==> src/rtl/load_writeback_unit_if.sv <==
// Bundle between the load/store path, the register-file write port and the
// load writeback unit. The master modport is the unit's own view.
interface load_writeback_unit_if #(
  parameter int DEPTH = 4
);
  localparam int CW = $clog2(DEPTH) + 1;

  logic          in_valid;
  logic          in_ready;
  logic [5:0]    in_opcode;
  logic [4:0]    in_rd;
  logic [63:0]   in_data;
  logic          wb_valid;
  logic          wb_ready;
  logic [4:0]    wb_addr;
  logic [63:0]   wb_data;
  logic [31:0]   pending;
  logic          err_opcode;
  logic [CW-1:0] count;

  modport master (
    input  in_valid, in_opcode, in_rd, in_data, wb_ready,
    output in_ready, wb_valid, wb_addr, wb_data, pending, err_opcode, count
  );

  modport slave (
    output in_valid, in_opcode, in_rd, in_data, wb_ready,
    input  in_ready, wb_valid, wb_addr, wb_data, pending, err_opcode, count
  );
endinterface

==> src/rtl/load_writeback_unit.sv <==
// Formats completed loads by width, queues them and writes them to the
// register file one at a time, exporting a per-register pending mask.
module load_writeback_unit #(
  parameter int DEPTH = 4
) (
  input  logic                   clk,
  input  logic                   rst_n,
  load_writeback_unit_if.master  bus
);
  localparam int PW = $clog2(DEPTH);
  localparam int CW = PW + 1;

  typedef enum logic {EMPTY, HOLD} stage_t;

  stage_t        state;
  logic [4:0]    fifo_rd   [DEPTH];
  logic [63:0]   fifo_data [DEPTH];
  logic [PW-1:0] wr_ptr;
  logic [PW-1:0] rd_ptr;
  logic [CW-1:0] cnt;
  logic [4:0]    out_addr;
  logic [63:0]   out_data;
  logic          err_q;

  logic          legal;
  logic [63:0]   fmt_data;
  logic          accept;
  logic          stage_free;
  logic          pop;
  logic          bypass;
  logic          push;
  logic [31:0]   pend;
  logic [PW-1:0] off;

  always_comb begin
    legal    = 1'b1;
    fmt_data = bus.in_data;
    case (bus.in_opcode)
      6'd34:   fmt_data = {56'b0, bus.in_data[7:0]};
      6'd40:   fmt_data = {48'b0, bus.in_data[15:0]};
      6'd42:   fmt_data = {{48{bus.in_data[15]}}, bus.in_data[15:0]};
      6'd32:   fmt_data = {32'b0, bus.in_data[31:0]};
      6'd48:   fmt_data = bus.in_data;
      default: legal    = 1'b0;
    endcase
  end

  // An empty FIFO lets a new load go straight into the output stage.
  assign bus.in_ready = (cnt != CW'(DEPTH));
  assign accept       = bus.in_valid && bus.in_ready;
  assign stage_free   = (state == EMPTY) || bus.wb_ready;
  assign pop          = stage_free && (cnt != '0);
  assign bypass       = stage_free && (cnt == '0) && accept && legal;
  assign push         = accept && legal && !bypass;

  always_ff @(posedge clk) begin
    if (push) begin
      fifo_rd[wr_ptr]   <= bus.in_rd;
      fifo_data[wr_ptr] <= fmt_data;
    end
  end

  always_ff @(posedge clk) begin
    if (!rst_n) begin
      state    <= EMPTY;
      out_addr <= '0;
      out_data <= '0;
      err_q    <= 1'b0;
      wr_ptr   <= '0;
      rd_ptr   <= '0;
      cnt      <= '0;
    end else begin
      err_q <= accept && !legal;
      if (push) wr_ptr <= wr_ptr + PW'(1);
      if (pop)  rd_ptr <= rd_ptr + PW'(1);
      case ({push, pop})
        2'b10:   cnt <= cnt + CW'(1);
        2'b01:   cnt <= cnt - CW'(1);
        default: cnt <= cnt;
      endcase
      if (pop) begin
        state    <= HOLD;
        out_addr <= fifo_rd[rd_ptr];
        out_data <= fifo_data[rd_ptr];
      end else if (bypass) begin
        state    <= HOLD;
        out_addr <= bus.in_rd;
        out_data <= fmt_data;
      end else if (stage_free) begin
        state    <= EMPTY;
      end
    end
  end

  // An entry is live when its distance from the read pointer is below the occupancy.
  always_comb begin
    pend = '0;
    off  = '0;
    for (int i = 0; i < DEPTH; i++) begin
      off = PW'(i) - rd_ptr;
      if ({1'b0, off} < cnt) pend[fifo_rd[i]] = 1'b1;
    end
    if (state == HOLD) pend[out_addr] = 1'b1;
  end

  assign bus.wb_valid   = (state == HOLD);
  assign bus.wb_addr    = out_addr;
  assign bus.wb_data    = out_data;
  assign bus.pending    = pend;
  assign bus.err_opcode = err_q;
  assign bus.count      = cnt;
endmodule

==> src/flat_wrapper.sv <==
// flat-port wrapper written by rule: the top's interface ports become plain ports
module load_writeback_unit_flat 
#(
  parameter int DEPTH = 4
)
  (clk, rst_n, bus_in_valid, bus_in_opcode, bus_in_rd, bus_in_data, bus_wb_ready, bus_in_ready, bus_wb_valid, bus_wb_addr, bus_wb_data, bus_pending, bus_err_opcode, bus_count);
  load_writeback_unit_if #(.DEPTH(DEPTH)) bus_i ();
  input  logic clk;
  input  logic rst_n;
  input wire logic [$bits(bus_i.in_valid)-1:0] bus_in_valid;
  input wire logic [$bits(bus_i.in_opcode)-1:0] bus_in_opcode;
  input wire logic [$bits(bus_i.in_rd)-1:0] bus_in_rd;
  input wire logic [$bits(bus_i.in_data)-1:0] bus_in_data;
  input wire logic [$bits(bus_i.wb_ready)-1:0] bus_wb_ready;
  output wire logic [$bits(bus_i.in_ready)-1:0] bus_in_ready;
  output wire logic [$bits(bus_i.wb_valid)-1:0] bus_wb_valid;
  output wire logic [$bits(bus_i.wb_addr)-1:0] bus_wb_addr;
  output wire logic [$bits(bus_i.wb_data)-1:0] bus_wb_data;
  output wire logic [$bits(bus_i.pending)-1:0] bus_pending;
  output wire logic [$bits(bus_i.err_opcode)-1:0] bus_err_opcode;
  output wire logic [$bits(bus_i.count)-1:0] bus_count;
  assign bus_i.in_valid = bus_in_valid;
  assign bus_i.in_opcode = bus_in_opcode;
  assign bus_i.in_rd = bus_in_rd;
  assign bus_i.in_data = bus_in_data;
  assign bus_i.wb_ready = bus_wb_ready;
  assign bus_in_ready = bus_i.in_ready;
  assign bus_wb_valid = bus_i.wb_valid;
  assign bus_wb_addr = bus_i.wb_addr;
  assign bus_wb_data = bus_i.wb_data;
  assign bus_pending = bus_i.pending;
  assign bus_err_opcode = bus_i.err_opcode;
  assign bus_count = bus_i.count;
  load_writeback_unit #(.DEPTH(DEPTH)) u_core (.clk(clk), .rst_n(rst_n), .bus(bus_i));
endmodule
==> config.mk <==
export PLATFORM = sky130hd
export DESIGN_NAME = load_writeback_unit_flat
export DESIGN_NICKNAME = d
export VERILOG_FILES = /design/src/rtl/load_writeback_unit_if.sv /design/src/rtl/load_writeback_unit.sv /design/src/flat_wrapper.sv
export SDC_FILE = /design/constraint.sdc
export NUM_CORES = 1
export LEC_CHECK = 0
export ABC_AREA = 0
export CAP_MARGIN = 20
export CORE_UTILIZATION = 45
export CTS_BUF_LIST = sky130_fd_sc_hd__clkbuf_16
export DETAILED_ROUTE_END_ITERATION = 10
export PLACE_DENSITY = 0.74
export RECOVER_POWER = 25
export SLEW_MARGIN = 20
export SYNTH_ARGS = -nofsm -noshare
export SYNTH_HDL_FRONTEND = slang
export SYNTH_SLANG_ARGS = --single-unit
==> constraint.sdc <==
create_clock -name clk -period 11.5 [get_ports clk]
set_input_delay 3.45 -clock clk [delete_from_list [all_inputs] [get_ports clk]]
set_output_delay 3.45 -clock clk [all_outputs]
set_load 0.01 [all_outputs]
Word-level counts from Yosys, hierarchy flattened --
Memories as Yosys holds them, arrays and structs flattened. A register that Yosys moved wholly into a read port is not among the register bits. Cells that the tools add are included.
Storage, ports and cells: word-level logic and storage cells 97, memories 2, memory bits (writable) 276, output and inout bits 107, register bits 78, input bits 79
Memories:
- u_core.fifo_data | words 4, width 64, rd ports 1, clocked after Yosys merged registers in 1, wr ports 1, RTL line load_writeback_unit.sv:17 | logic [63:0] fifo_data [DEPTH];
- u_core.fifo_rd | words 4, width 5, rd ports 5, clocked after Yosys merged registers in 1, wr ports 1, RTL line load_writeback_unit.sv:16 | logic [4:0] fifo_rd [DEPTH];
Operators by class: bitwise logic cells 5, equality and inequality tests 8, reductions and logical operators 22, add/subtract/negate cells 8, mux-type cells 31, order comparisons 14
Operators with widths (number):
- 64-bit case mux with 4 select lines | 1
- 32-bit 2-to-1 mux | 5
- 64-bit 2-to-1 mux | 2
- 32-bit OR | 4
- 6-bit == test (second input constant) | 5
- 5-bit by 6-bit < comparator with 1-bit output (second input constant) | 5
- 1-bit demux with 5-bit select | 5
- 5-bit by 1-bit >= comparator with 1-bit output (second input constant) | 5
- 1-bit logical AND | 13
- 2-bit by 3-bit < comparator with 1-bit output | 4
- 1-bit 2-to-1 mux | 11
- 5-bit 2-to-1 mux | 2
- 2-bit 2-to-1 mux | 4
- 3-bit case mux with 2 select lines | 1
- 3-bit nonzero test | 2
- 5-bit OR reduction | 1
- 2-bit by 1-bit adder with 2-bit output (second input constant) | 2
- 2-bit nonzero test | 2
- 1-bit by 2-bit subtractor with 2-bit output (first input constant) | 2
- 2-bit subtractor (first input constant) | 2
- 3-bit by 1-bit adder with 3-bit output (second input constant) | 1
- 3-bit logical NOT | 1
- 3-bit != test (second input constant) | 1
- 3-bit by 1-bit subtractor with 3-bit output (second input constant) | 1
- 5 further kinds | 6

Depth between registers and ports, before layout --
Gate-level depths: netlist of run 1.
word-level depth 13, depth in mapped cells 12, depth with buffers taken out 10

Worst setup path after synthesis of run 1 --
Ideal clock, no wire load.
path type input -> register, start input port bus_in_opcode[0], end memory u_core.fifo_data[0][0], enable pin, data required time 11.065 ns, library setup time 0.435 ns, cell stages on the path 5, setup slack 5.080 ns, arrival 5.985 ns, path buffers 1, cell sequence nor4bb_1 > and2_1 > and3_1 > clkbuf_1 > and2_1
On the way: longest elaborated chain between the ends 8, elaborated cells between the ends (all ways) 13, those cells by class eq/ne: 5; mux: 3; reduce/logical: 5
Ends and longest elaborated chain:
- start: declaration | RTL line flat_wrapper.sv:11 | input wire logic [$bits(bus_i.in_opcode)-1:0] bus_in_opcode;
- 6-bit == test | RTL line load_writeback_unit.sv:38 | case (bus.in_opcode)
- 5-bit OR reduction (no line) (*)
- 1-bit 2-to-1 mux (*) | RTL line load_writeback_unit.sv:38
- 1-bit logical AND | RTL line load_writeback_unit.sv:53 | assign bypass = stage_free && (cnt == '0) && accept && legal;
- 1-bit logical NOT | RTL line load_writeback_unit.sv:54 | assign push = accept && legal && !bypass;
- 1-bit logical AND (*) | RTL line load_writeback_unit.sv:54
- 1-bit 2-to-1 mux (*) | RTL line load_writeback_unit.sv:57 | if (push) begin
- 1-bit 2-to-1 mux (implied by the code) (*) | RTL line load_writeback_unit.sv:59 | fifo_data[wr_ptr] <= fmt_data;
- end: declaration | RTL line load_writeback_unit.sv:17
Every way passes the cells marked *; elsewhere a longest branch is shown, timed or not.

Worst setup path after layout of run 1 --
start register u_core.rd_ptr[0], end output port bus_pending[21]
On the way: longest elaborated chain between the ends 11, elaborated cells between the ends (all ways) 17, those cells by class add/sub: 4; order compare: 4; mux: 5; bitwise: 4
Ends and longest elaborated chain:
- start: declaration | RTL line load_writeback_unit.sv:19 | logic [PW-1:0] rd_ptr;
- start signal: assignment | RTL line load_writeback_unit.sv:75 | if (pop) rd_ptr <= rd_ptr + PW'(1);
- 1-bit by 2-bit subtractor with 2-bit output | RTL line load_writeback_unit.sv:100 | off = PW'(i) - rd_ptr;
- 2-bit by 3-bit < comparator with 1-bit output | RTL line load_writeback_unit.sv:101 | if ({1'b0, off} < cnt) pend[fifo_rd[i]] = 1'b1;
- 32-bit 2-to-1 mux | RTL line load_writeback_unit.sv:101
- 32-bit OR (no line)
- 32-bit 2-to-1 mux | RTL line load_writeback_unit.sv:101
- 32-bit OR (no line)
- 32-bit 2-to-1 mux | RTL line load_writeback_unit.sv:101
- 32-bit OR (no line)
- 32-bit 2-to-1 mux (*) | RTL line load_writeback_unit.sv:101
- 32-bit OR (no line)
- 32-bit 2-to-1 mux (*) | RTL line load_writeback_unit.sv:103 | if (state == HOLD) pend[out_addr] = 1'b1;
- end: declaration | RTL line flat_wrapper.sv:19 | output wire logic [$bits(bus_i.pending)-1:0] bus_pending;
Marks and branches as above.

==> results of run 1 <==
## worst reg2reg max path, stage by stage (launching register included)
cell and delay, ns:
dfxtp_1 0.62, nor3_1 0.23, nand2_1 0.15, and3_1 0.34
and2_0 1.03, buf_4 0.81
## per-stage QoR
stage | setup WS [ns] | power, µW | hold slack, ns | instance area [µm²]
after floorplan | 5.080 | 1804 | 0.4677 | 15360
after global placement | 5.106 | 2021 | 0.4673 | 17680
after detailed placement | 5.011 | 2027 | 0.4695 | 17680
after CTS | 4.555 | 3159 | 0.4780 | 18830
after global routing | 4.272 | 3223 | 0.4936 | 18800
final | 4.464 | 3120 | 0.4718 | 18800
## cell usage in the layout (no fill, tap or decap), types with 3 or more instances in the layout
cell type / Yosys / layout
nor2_1: 14 / 13
ha_1: 9 / 9
dfxtp_1: 80 / 78
clkinv_2: 0 / 4
a221o_1: 56 / 56
edfxtp_1: 276 / 276
a22oi_1: 47 / 47
a21o_1: 48 / 48
dlygate4sd3_1: 0 / 89
buf_4: 0 / 22
xnor2_1: 4 / 4
nand2b_1: 9 / 9
a211oi_1: 5 / 3
clkdlybuf4s50_1: 0 / 96
and3_1: 5 / 4
inv_1: 13 / 22
nor2b_1: 76 / 76
and2_1: 15 / 7
nand2_1: 55 / 55
a2111oi_0: 11 / 9
mux4_2: 69 / 69
o21ai_0: 16 / 16
and2_0: 1 / 11
bufinv_16: 0 / 6
and3b_1: 6 / 6
clkbuf_16: 0 / 35
a21oi_1: 4 / 4
nand4_1: 19 / 19
nand3_1: 56 / 55
a31oi_1: 14 / 14
nor3b_1: 8 / 8
nor3_1: 10 / 10
clkinv_1: 0 / 5
and2_4: 8 / 5
## layer usage
layer	part of all wire (%)	vias to the layer above	global-route usage, %
met5	0.11	-	0
met4	3.0	6	7.125
met3	7.3	88	3.780
met2	49	497	37.70
met1	41	5096	30.50
li1	-	4464	-
## final timing paths
kind | from | endpoint | slack, ns
setup / recovery | u_core.rd_ptr[0] | bus_pending[21] | 4.46
hold / removal | u_core.bus.wb_data[2] | u_core.bus.wb_data[2] | 0.47
setup reg to reg | u_core.bus.count[2] | u_core.fifo_data[1][40] | 7.91
hold reg to reg | u_core.bus.wb_data[2] | u_core.bus.wb_data[2] | 0.47
## cells by family after synthesis
| family | Yosys count | synth area share [%] |
|---|---|---|
| xor+xnor | 5 | 0.2850 |
| buf+inv | 91 | 2.395 |
| mux | 71 | 10.25 |
| compound gates | 208 | 10.82 |
| simple gates | 297 | 11.02 |
| fa+ha+maj | 10 | 0.8634 |
| flops | 356 | 64.38 |
## cell type report
| type | instances | area [µm²] |
|---|---|---|
| clock buffers | 35 | 875.8 |
| clock inverters | 26 | 270.3 |
| fillers | 2699 | 14730 |
| inverters | 13 | 48.80 |
| multi-input cells | 591 | 5129 |
| flip-flops and latches | 356 | 9897 |
| well taps | 448 | 560.5 |
| repair buffers | 208 | 2021 |
## synthesized netlist by cell type (10+ instances only)
cell       count
a31oi_1       14
o21ai_0       16
clkbuf_1      47
nor2_1        14
nand4_1       19
a2111oi_0     11
edfxtp_1     276
buf_2         20
nor2b_1       76
nor3_1        10
a22oi_1       47
dfxtp_1       80
a221o_1       56
buf_1         10
a21o_1        48
nand3_1       56
mux4_2        69
inv_1         13
nand2_1       55
and2_1        15
## power by group through the flow
stage / Sequential, µW / Clock [µW] / Combinational, µW
final: 1500 / 1140 / 476
after global routing: 1510 / 1200 / 507
after CTS: 1510 / 1160 / 496
after detailed placement: 1530 / 0 / 494
after global placement: 1530 / 0 / 487
after floorplan: 1510 / 0 / 291
## flip-flops by register name, indices dropped and copies added, names as in the netlist, named ones only
name	cells
u_core.fifo_data	256
u_core.bus.wb_addr	5
u_core.bus.wb_valid	1
u_core.wr_ptr	2
u_core.bus.err_opcode	1
u_core.fifo_rd	20
u_core.bus.wb_data	64
u_core.bus.count	3
u_core.rd_ptr	2
==> PnR_summary.wiki, run 1 <==
{| class="wikitable"
! Metric !! Value
|-
| Last weighted congestion value of the routability-driven placer || 0.9299
|-
| Via count || 10150
|-
| Transition time at the pin with the least slew margin || 2.076 ns
|-
| Vertical die dimension || 186.8 µm
|-
| Post-synthesis async set-or-reset flop share || 0%
|-
| Max capacitance violation total || 1
|-
| Largest stage delay on the critical path || 1.00 ns
|-
| Number of buffers added on ports || 185
|-
| Full die area || 0.03488 mm²
|-
| Fraction of layout cells with a size suffix above 1 || 12.77%
|-
| Part of the power in the clock network || 36.5%
|-
| Number of instances in the synthesized netlist || about 1000
|-
| Achievable frequency || 142.1 MHz
|-
| Levels on crit path || 7
|-
| Post-CTS Setup Bufs || 0
|-
| Fraction of power spent switching nets || 24.05%
|-
| Startpoint Class || flip-flop
|-
| Total routing resource utilization after global routing || 22.66%
|-
| Worst skew pair latency || 0.50 ns
|-
| Number of cells after detailed placement || around 1600
|-
| Max Transition Viols Final || 36
|-
| Post-detail-place hpwl || approximately 25000 µm
|-
| Boundary Pins || between 150 and 200
|-
| Pre-Repair DR Iteration Count || 5
|-
| Final TNS setup || 0 ns
|-
| Final ANT Viol Nets || 0
|-
| Nets in the synthesized netlist || 1127
|-
| Initial antenna violation count || 3
|-
| Number of synthesized register bits || ~360
|-
| Site row count || 67
|-
| Kind of end point of the critical path || output port
|-
| Slowest-stage cell, CP || a2111oi_0
|-
| Family with the most delay on the worst path || compound AO/OA/AOI/OAI gates
|-
| Clock tree from TritonCTS || done
|-
| WP data required || 8.05 ns
|-
| Initial standard-cell utilization of the core || 45.81%
|-
| Number of cells upsized or downsized after cts || 0
|-
| Inserted Diodes || 0
|-
| Via count of the first global-routing pass || 10140
|-
| Pin count of the biggest net entering global routing || 70
|-
| Largest fanout on the critical path || 7
|-
| Synthesis Warnings || 0
|-
| Reg2reg path depth || 5
|-
| Worst slew margin relative to its limit || -38.41%
|-
| Overall routed net length || between 40000 and 50000 µm
|-
| Failing checks || max-capacitance violations, max-slew violations
|-
| Sequential-to-total area share from yosys stat || 64.38%
|-
| Final net count || 1293
|-
| Library cell occupying the most area in the post-synthesis netlist || edfxtp_1
|-
| Fraction of power consumed by sequential logic || between 40% and 50%
|-
| Cell Chain, Critical Path || xnor2_1 -> ha_1 -> nor2b_1 -> a2111oi_0 -> a22oi_1 -> o211ai_1 -> clkdlybuf4s50_1
|-
| Number of buffers and inverters on the critical path || 1
|-
| Number of flops mapped to enable cells by yosys || approximately 280
|-
| Depth of the worst hold-timing path || 2
|-
| Comb power frac || 15.2%
|-
| Vias/cell || 6.053
|-
| Areal power density over the cells || 166.0 mW/mm²
|-
| Final Util || a little under three fifths
|-
| Worst supply voltage drop on vdd || between 0.1 and 0.15 mV
|-
| Net switching power || 750.3 µW
|-
| Most instantiated flip-flop cell in the synthesis netlist || edfxtp_1
|-
| Final Hold Violating Endpoints || 0
|-
| Placeable core region || approximately 0.034 mm²
|-
| Num CTS Buffers || 34
|-
| Root Driver || clkbuf_16
|-
| Synth area leaders || edfxtp_1 (54%), dfxtp_1 (10%), mux4_2 (10%)
|-
| Skew final || 0.01047 ns
|-
| Number of standard cells in the layout, taps in and fillers out || 1677
|-
| Number of distinct library cell variants in the gate-level netlist after synthesis || a little over 50
|-
| RSZ-0062 raised after global routing || no
|-
| Die width || 186.8 µm
|-
| Setup Crit Path Kind || reg -> out
|-
| Overflow left after global routing || 0
|-
| Internal Power || approximately 2400 µW
|-
| Area growth syn-to-layout || 22.39%
|-
| Avg WL per Cell || 23.86 µm
|-
| Htree depth || 2
|-
| Number of DRC markers in iteration 0 || 977
|-
| Clock Path Buffers || 3
|-
| Final setup violating endpoints || 0
|-
| Total DRC errors in the routed layout || 0
|-
| Tcrit/Tclk final || 61.18%
|-
| Post-synthesis cell area || 0.01536 mm²
|-
| Leak || 0.006492 µW
|-
| Status || complete, but fails checks
|-
| Clock Pin Slew Worst Setup and Hold Paths || 0.06 ns
|-
| Worst hold path type || reg -> reg
|-
| Fraction of post-synthesis cell area in the top cell type by area || 53.95%
|-
| Min Clock Period, post-route || 7.036 ns
|-
| Number of buffers inserted by hold repair at cts || 0
|-
| Global-route wire length before repair || roughly 61000 µm
|-
| Count of clock tree sinks || 356
|-
| Mean instance size in the synthesized netlist || 14.80 µm²
|-
| Worst Path Arrival || 3.59 ns
|}
No activity file was read; power rests on OpenSTA's default activity.
==> inputs of run 2 (changes only) <==
==> constraint.sdc (replaced) <==
create_clock -name clk -period 7.1 [get_ports clk]
set_input_delay 2.13 -clock clk [delete_from_list [all_inputs] [get_ports clk]]
set_output_delay 2.13 -clock clk [all_outputs]
set_load 0.01 [all_outputs]
==> run 2 against run 1 <==
Effect of this change:
- the run still ends with max-capacitance violations, max-slew violations left
- clock power rose by 56%
- total power increased by 60%
- design area decreased by 0.15%
- combinational power is 62% higher
- global-route usage increased by 0.13 points
- wire length fell by 0.39%
- clock skew is 0.012 ns higher
- worst hold slack improved by 0.0095 ns
- non-clock buffer count unchanged
- sequential power increased by 63%
- critical endpoint is now bus_pending[5]
- worst setup slack got worse by 3.0 ns
- die area did not move
==> PnR_summary.wiki, run 2 (synthesis results as in run 1) <==
{| class="wikitable"
! Metric !! Value
|-
| Status || complete, but fails checks
|-
| Failing checks || max-capacitance violations, max-slew violations
|-
| Final Hold Violating Endpoints || 0
|-
| Max Transition Viols Final || 36
|-
| Number of DRC markers in iteration 0 || 965
|-
| Boundary Pins || 186
|-
| Fraction of layout cells with a size suffix above 1 || 12.53%
|-
| Number of buffers inserted by hold repair at cts || 0
|-
| Via count || 10130
|-
| Avg WL per Cell || 23.77 µm
|-
| Largest fanout on the critical path || 8
|-
| Areal power density over the cells || 265.7 mW/mm²
|-
| Full die area || 0.03488 mm²
|-
| Leak || around 0.0065 µW
|-
| RSZ-0062 raised after global routing || no
|-
| Number of cells upsized or downsized after cts || 0
|-
| Worst hold path type || reg -> reg
|-
| Setup Crit Path Kind || reg -> out
|-
| Final setup violating endpoints || 0
|-
| Post-detail-place hpwl || 24870 µm
|-
| Final ANT Viol Nets || 0
|-
| Total DRC errors in the routed layout || 0
|-
| Htree depth || 2
|-
| Clock tree from TritonCTS || done
|-
| Area growth syn-to-layout || 22.20%
|-
| Final TNS setup || 0 ns
|-
| Max capacitance violation total || 1
|-
| Vertical die dimension || 186.8 µm
|-
| Transition time at the pin with the least slew margin || 2.153 ns
|-
| Achievable frequency || 178.0 MHz
|-
| Worst slew margin relative to its limit || -43.52%
|-
| Most used cells in the layout excluding fill and tap cells || edfxtp_1 (276), clkdlybuf4s50_1 (95), dlygate4sd3_1 (90)
|-
| Seq. cell area || 0.009897 mm²
|-
| Worst supply voltage drop on vdd || 0.2163 mV
|-
| Via count of the first global-routing pass || 10070
|-
| Slowest-stage cell, CP || nor4b_2
|-
| Num CTS Buffers || 34
|-
| Count of clock tree sinks || between 300 and 400
|-
| Kind of end point of the critical path || output port
|-
| Root Driver || clkbuf_16
|-
| Footprint of the multi-input gates || 0.005120 mm²
|-
| Last weighted congestion value of the routability-driven placer || about 0.95
|-
| Number of flip-flops in the largest register || 256
|-
| Min Clock Period, post-route || 5.616 ns
|-
| Pre-Repair DR Iteration Count || 6
|-
| Worst skew pair latency || 0.51 ns
|-
| Cell Chain, Critical Path || inv_1 -> ha_1 -> a211oi_1 -> nor4b_2 -> a22oi_1 -> nand3_1 -> clkdlybuf4s50_1
|-
| Total Power || 4988 µW
|-
| WP data required || between 4 and 5 ns
|-
| Site row count || 67
|-
| Vias/cell || approximately 6.0
|-
| Pin count of the biggest net entering global routing || 70
|-
| Largest stage delay on the critical path || between 0.9 and 1 ns
|-
| Initial standard-cell utilization of the core || 45.81%
|-
| Clock Path Buffers || 3
|-
| Inserted Diodes || 0
|-
| Overall routed net length || 39860 µm
|-
| Family with the most delay on the worst path || simple AND/OR/NAND/NOR gates
|-
| Total routing resource utilization after global routing || between 20 and 25%
|-
| Number of buffers and inverters on the critical path || 2
|-
| Fill cells || 2712
|-
| Worst Path Arrival || 3.49 ns
|-
| Global-route wire length before repair || a little over 60000 µm
|-
| Most frequent standard cell in the layout excluding fill and tap cells || edfxtp_1
|-
| Clock Pin Slew Worst Setup and Hold Paths || 0.06 ns
|-
| Number of buffers added on ports || 185
|-
| Post-CTS Setup Bufs || 0
|-
| Startpoint Class || flip-flop
|-
| Skew final || 0.02219 ns
|-
| Overflow left after global routing || 0
|-
| Final net count || 1293
|-
| Initial antenna violation count || 2
|-
| Die width || 186.8 µm
|-
| Placeable core region || around 0.034 mm²
|-
| Register with the most flip-flops || u_core.fifo_data
|-
| Tcrit/Tclk final || 79.11%
|}
==> run 2: worst paths after layout <==
check | from | endpoint | slack, ns | cells after the start
max reg2reg | u_core.bus.count[2] | u_core.bus.wb_data[52] | 3.84 | 5
max | u_core.bus.count[1] | bus_pending[5] | 1.48 | 7
min reg2reg | u_core.bus.wb_data[57] | u_core.bus.wb_data[57] | 0.48 | 1
min | u_core.bus.wb_data[57] | u_core.bus.wb_data[57] | 0.48 | 1
==> run 2: through the flow <==
stage / hold slack (ns) / instances / worst slack [ns] / instance area, µm² / utilization, %
2_1_floorplan: 0.4677 / 1038 / 2.000 / 15360 / -
3_3_place_gp: 0.4668 / 1615 / 1.959 / 17670 / 52.70
3_5_place_dp: 0.4753 / 1615 / 1.827 / 17670 / 52.70
5_1_grt: 0.5048 / 1677 / 1.282 / 18770 / 55.99
4_1_cts: 0.4839 / 1676 / 1.542 / 18780 / 56.01
6_report: 0.4812 / 1677 / 1.484 / 18770 / 55.99
==> run 2: final cells by class <==
cell class	instances	area share, %
timing repair buffer	208	10.85
sequential	356	52.72
inverter	13	0.2599
multi-input combinational	591	27.27
clock buffer	37	4.932
tap	448	2.986
clock inverter	24	0.9797
==> run 2: per-layer routing <==
| metal | vias up | wire, µm | global-route usage, % |
|---|---|---|---|
| li1 | 4462 | - | - |
| met1 | 5110 | 16560 | 31.34 |
| met2 | 489 | 19240 | 37.06 |
| met3 | 71 | 3024 | 4.156 |
| met4 | 2 | 1030 | 6.873 |
| met5 | - | 13 | 0 |
==> run 2: report_power, final <==
group / switching, µW / internal [µW]
sequential: 106 / 2330
clock: 734 / 1050
combinational: 375 / 395
==> inputs of run 3 (changes only) <==
--- a/config.mk
+++ b/config.mk
@@ -10,7 +10,7 @@
 export CORE_UTILIZATION = 45
 export CTS_BUF_LIST = sky130_fd_sc_hd__clkbuf_16
 export DETAILED_ROUTE_END_ITERATION = 10
-export PLACE_DENSITY = 0.74
+export PLACE_DENSITY = 0.76
 export RECOVER_POWER = 25
 export SLEW_MARGIN = 20
 export SYNTH_ARGS = -nofsm -noshare
==> constraint.sdc (replaced) <==
create_clock -name clk -period 5 [get_ports clk]
set_input_delay 1.5 -clock clk [delete_from_list [all_inputs] [get_ports clk]]
set_output_delay 1.5 -clock clk [all_outputs]
set_load 0.01 [all_outputs]
==> run 3 against run 2 <==
Effect of this change:
- the run still ends with max-capacitance violations, max-slew violations left
- die area is the same
- wire length increased by 0.59%
- sequential power increased by 43%
- clock power is 38% higher
- total power increased by 41%
- clock-buffer cell count down 1
- sequential share of layout area down 0.30 points
- largest power group unchanged
==> PnR_summary.wiki, run 3 (synthesis results as in run 1) <==
{| class="wikitable"
! Metric !! Value
|-
| Global-route wire length before repair || 60720 µm
|-
| Worst hold path type || reg -> reg
|-
| Fraction of power consumed by sequential logic || about half
|-
| Family with the most delay on the worst path || buffers and inverters
|-
| Fraction of power spent switching nets || 24.78%
|-
| Final setup violating endpoints || 0
|-
| Final ANT Viol Nets || 0
|-
| Reg2reg path depth || 6
|-
| Number of buffers added on ports || ~190
|-
| Kind of end point of the critical path || output port
|-
| Achievable frequency || just over 200 MHz
|-
| Initial standard-cell utilization of the core || between 40% and 50%
|-
| Final net count || 1307
|-
| Largest fanout on the critical path || 7
|-
| Leak || 0.006527 µW
|-
| RSZ-0062 raised after global routing || no
|-
| Transition time at the pin with the least slew margin || around 2.1 ns
|-
| Most frequent standard cell in the layout excluding fill and tap cells || edfxtp_1
|-
| Total routing resource utilization after global routing || a little under a quarter
|-
| Post-detail-place hpwl || 25910 µm
|-
| Part of the power in the clock network || 34.9%
|-
| Clock Pin Slew Worst Setup and Hold Paths || around 0.060 ns
|-
| Critical hold path startpoint || u_core.bus.wb_data[1]
|-
| Failing checks || max-capacitance violations, max-slew violations
|-
| Skew final || about 0.017 ns
|-
| Total DRC errors in the routed layout || 0
|-
| Avg WL per Cell || 23.65 µm
|-
| Pin count of the biggest net entering global routing || 70
|-
| Reg-to-reg critical path startpoint || u_core.bus.count[2]
|-
| Area growth syn-to-layout || 22.89%
|-
| Internal Power || around 5300 µW
|-
| Via count of the first global-routing pass || approximately 10000
|-
| Count of clock tree sinks || 356
|-
| Number of buffers and inverters on the critical path || 3
|-
| Most used cells in the layout excluding fill and tap cells || edfxtp_1 (276), clkdlybuf4s50_1 (102), dlygate4sd3_1 (83)
|-
| Comb power frac || 15.6%
|-
| Number of DRC markers in iteration 0 || 1076
|-
| Via count || 10270
|-
| Endpoint with the worst hold slack || u_core.bus.wb_data[1]
|-
| Post-CTS Setup Bufs || 0
|-
| Htree depth || 2
|-
| Register with the most flip-flops || u_core.fifo_data
|-
| Worst Path Arrival || 3.37 ns
|-
| Number of buffers inserted by hold repair at cts || 0
|-
| Slowest-stage cell, CP || a2111oi_0
|-
| Depth of the worst hold-timing path || 2
|-
| Clock Path Buffers || 3
|-
| Smallest hold slack || 0.4672 ns
|-
| Cell Chain, Critical Path || xnor2_1 -> inv_1 -> ha_1 -> nor2b_1 -> a2111oi_0 -> buf_4 -> a22oi_1 -> nand3_1 -> clkdlybuf4s50_1
|-
| Overflow left after global routing || 0
|-
| Vertical die dimension || 186.8 µm
|-
| Max capacitance violation total || 1
|-
| Site row count || 67
|-
| Setup Crit Path Kind || reg -> out
|-
| Full die area || between 0.03 and 0.04 mm²
|-
| Boundary Pins || 186
|-
| Fraction of layout cells with a size suffix above 1 || 13.17%
|-
| Pre-Repair DR Iteration Count || 6
|-
| Levels on crit path || 9
|-
| Die width || between 150 and 200 µm
|-
| Final Hold Violating Endpoints || 0
|-
| Net switching power || 1746 µW
|-
| Last weighted congestion value of the routability-driven placer || a little over 1
|-
| Areal power density over the cells || 373.2 mW/mm²
|-
| Initial antenna violation count || 0
|-
| Clock tree from TritonCTS || done
|-
| Overall routed net length || 40100 µm
|-
| Worst skew pair latency || 0.51 ns
|-
| Number of standard cells in the layout, taps in and fillers out || 1695
|-
| Largest stage delay on the critical path || 0.68 ns
|-
| Root Driver || clkbuf_16
|-
| Minimum setup slack among reg-to-reg paths || around 1.8 ns
|-
| Number of flip-flops in the largest register || 256
|-
| Min Clock Period, post-route || slightly below 5 ns
|-
| Startpoint Class || flip-flop
|-
| Worst slew margin relative to its limit || -43.36%
|-
| Placeable core region || 0.03353 mm²
|-
| Status || complete, but fails checks
|-
| Reg-to-Reg End || u_core.bus.wb_data[61]
|-
| Tcrit/Tclk final || 97.39%
|-
| WP data required || 3.50 ns
|-
| Number of cells upsized or downsized after cts || 0
|-
| Max Transition Viols Final || 21
|-
| Worst supply voltage drop on vdd || ~0.27 mV
|-
| Final Util || between 50% and 60%
|-
| Final TNS setup || 0 ns
|-
| Number of cells after detailed placement || 1629
|-
| Num CTS Buffers || 35
|-
| Vias/cell || 6.061
|}
[run 3: cell count changes in the layout (fill, tap and decap cells not counted), sizes merged]
cell	delta
clkinv	+3
clkdlybuf4s50	+7
inv	+1
clkinvlp	+1
dlygate4sd3	-7
bufinv	-1
diode	+2
clkbuf	-2
buf	+14
[run 3: stage by stage]
stage	cell area, µm²	setup WS [ns]	total power (µW)
after floorplan	15360	0.5301	4150
after global placement	17820	0.7723	4668
after detailed placement	17820	0.6504	4690
after CTS	18910	0.1888	7132
after global routing	18870	0.04064	7297
final	18880	0.1307	7047
[run 3: worst max path at each step]
| stage | slack [ns] | start | endpoint |
|---|---|---|---|
| after detailed placement | 0.65 | bus_in_valid | u_core.bus.wb_data[50] |
| after CTS | 0.19 | u_core.rd_ptr[0] | bus_pending[7] |
| after global routing | 0.04 | u_core.rd_ptr[0] | bus_pending[7] |
| after floorplan | 0.53 | bus_in_opcode[0] | u_core.fifo_data[0][0] |
| final | 0.13 | u_core.rd_ptr[0] | bus_pending[8] |
| after global placement | 0.77 | u_core.rd_ptr[0] | bus_pending[5] |
[run 3: cell type report]
type	instances	area, µm²
Fill cell	2619	14650
Sequential cell	356	9897
Multi-Input combinational cell	591	5101
Timing Repair Buffer	221	2181
Clock buffer	36	900.9
Tap cell	448	560.5
Clock inverter	28	185.2
Inverter	13	48.80
Antenna cell	2	5.005
[run 3: routing by layer]
| layer | vias to the layer above | part of all wire [%] | track usage, % |
|---|---|---|---|
| li1 | 4494 | - | - |
| met1 | 5139 | 42 | 32.89 |
| met2 | 567 | 46 | 35.25 |
| met3 | 74 | 8.8 | 3.743 |
| met4 | 0 | 2.6 | 6.652 |
| met5 | - | 0 | 0 |
[run 3: tightest hold or removal path: stages, from the launching register on]
cell	delay [ns]
dfxtp_1	0.31
nand2_1	0.05
a31oi_1	0.06
[run 3: power groups by stage]
stage | Combinational [µW] | Clock, µW | Sequential, µW
4_1_cts | 1140 | 2490 | 3490
6_report | 1100 | 2460 | 3490
2_1_floorplan | 669 | 0 | 3480
3_3_place_gp | 1120 | 0 | 3550
3_5_place_dp | 1140 | 0 | 3550
5_1_grt | 1170 | 2610 | 3510
==> RTL change, RTL diff (settings of run 2) <==
`DEPTH` is set to 4 in 3 places; all go to 2.
--- a/src/rtl/load_writeback_unit_if.sv
+++ b/src/rtl/load_writeback_unit_if.sv
@@ -3,3 +3,3 @@
 interface load_writeback_unit_if #(
-  parameter int DEPTH = 4
+  parameter int DEPTH = 2
 );
--- a/src/rtl/load_writeback_unit.sv
+++ b/src/rtl/load_writeback_unit.sv
@@ -3,3 +3,3 @@
 module load_writeback_unit #(
-  parameter int DEPTH = 4
+  parameter int DEPTH = 2
 ) (
--- a/src/flat_wrapper.sv
+++ b/src/flat_wrapper.sv
@@ -3,3 +3,3 @@
 #(
-  parameter int DEPTH = 4
+  parameter int DEPTH = 2
 )
Interface: changed (resized bus_count); port bits go from 186 to 185. No check against the original RTL was run, so the function may have changed too.
==> RTL change against run 2 <==
- the run still ends with max-capacitance violations, max-slew violations left
- critical path type is now primary input to flop
- setup slack better by 40 ps
- largest cell class unchanged
- fmax up 0.73%
- critical path depth unchanged
- design area is 36% lower
- synthesized area decreased by 40%
- hold slack got worse by 25 ps
- sequential power is 36% lower
- sequential cell count shrank 142
- wire length down 43%
- sequential share of layout area down 5.3 points
- non-clock buffer count decreased by 11
- power decreased by 34%
==> RTL change: results (changes against run 2) <==
critical_path:
  cp-startpoint: "bus_in_opcode[4]"
  r2r-end: "u_core.fifo_data[0][33]"
status:
  status: "finished with violations"
  violations: "max-capacitance violations, max-slew violations"
clock_network:
  ctsHtreeMaxLevel: 1  # -1
  cts_buffers: 21  # -38%
timing:
  worst_slew_pin_slew_ps: 1697  # -455.9 ps
  holdWs_ps: 456.2  # -25.03 ps
  slew_violations: 58  # +61%
synthesis:
  synth_top_family_by_area: "compound AO/OA/AOI/OAI gates"
  synth_mux_area_share_pct: 9.127  # -1.1 points
  synth_cell_types: 39  # -24%
  synthTopCellsByCount: "138 x edfxtp_1, 95 x nand2_1, 76 x dfxtp_1, 66 x mux2i_1, 56 x nor2_1"
  synthAdderAreaFrac_pct: 0.1358  # -0.73 points
  synth_top_area_share_pct: 44.98  # -9.0 points
finish:
  seqCellArea_mm2: 0.005669  # -43%
  seq_cell_count: 214  # -40%
  largest_register_ff_count: 128  # -50%
  drive_gt1_share_pct: 7.898  # -4.6 points
placed_design:
  port_buffers: 184  # -0.54%
  routabilityCongestion: 0.8574  # -9.8%
  place_ws_ps: 2046  # +219.5 ps
route:
  firstDrtPassIters: 5  # -1
global_routing:
  grt_pass1_wl_um: 35600  # -42%
  grt_max_degree: 49  # -30%
run:
  cap_violations: 2  # +1
[RTL change: cell count changes in the layout (fill, tap and decap cells not counted), sizes merged, moves of 37 or more]
cell	change
edfxtp	-138
nor2b	-75
mux4	-69
mux2i	+64
a22oi	-47
nor2	+42
nand2	+40
nand3	-37
[RTL change: power breakdown]
group,total (W),switching (W),internal (W)
Combinational,0.000715,0.000350,0.000365
Sequential,0.00157,0.000113,0.00146
Clock,0.00103,0.000433,0.000593
Total,0.00331,0.000896,0.00242
[RTL change: worst reg2reg max path, delay by kind of cell, from the launching register on]
family	cells	cell delay (ps)
flip-flops	1	470
AO/OA/AOI/OAI	1	360
AND/OR/NAND/NOR	2	1020
buffers and inverters	1	350
[RTL change: metal layers]
metal	wire length [um]	up-vias	track usage (%)
li1	-	3202	-
met1	9868	3236	28.65
met2	10640	326	34.52
met3	1831	24	4.057
met4	243	0	4.368
met5	0	-	0
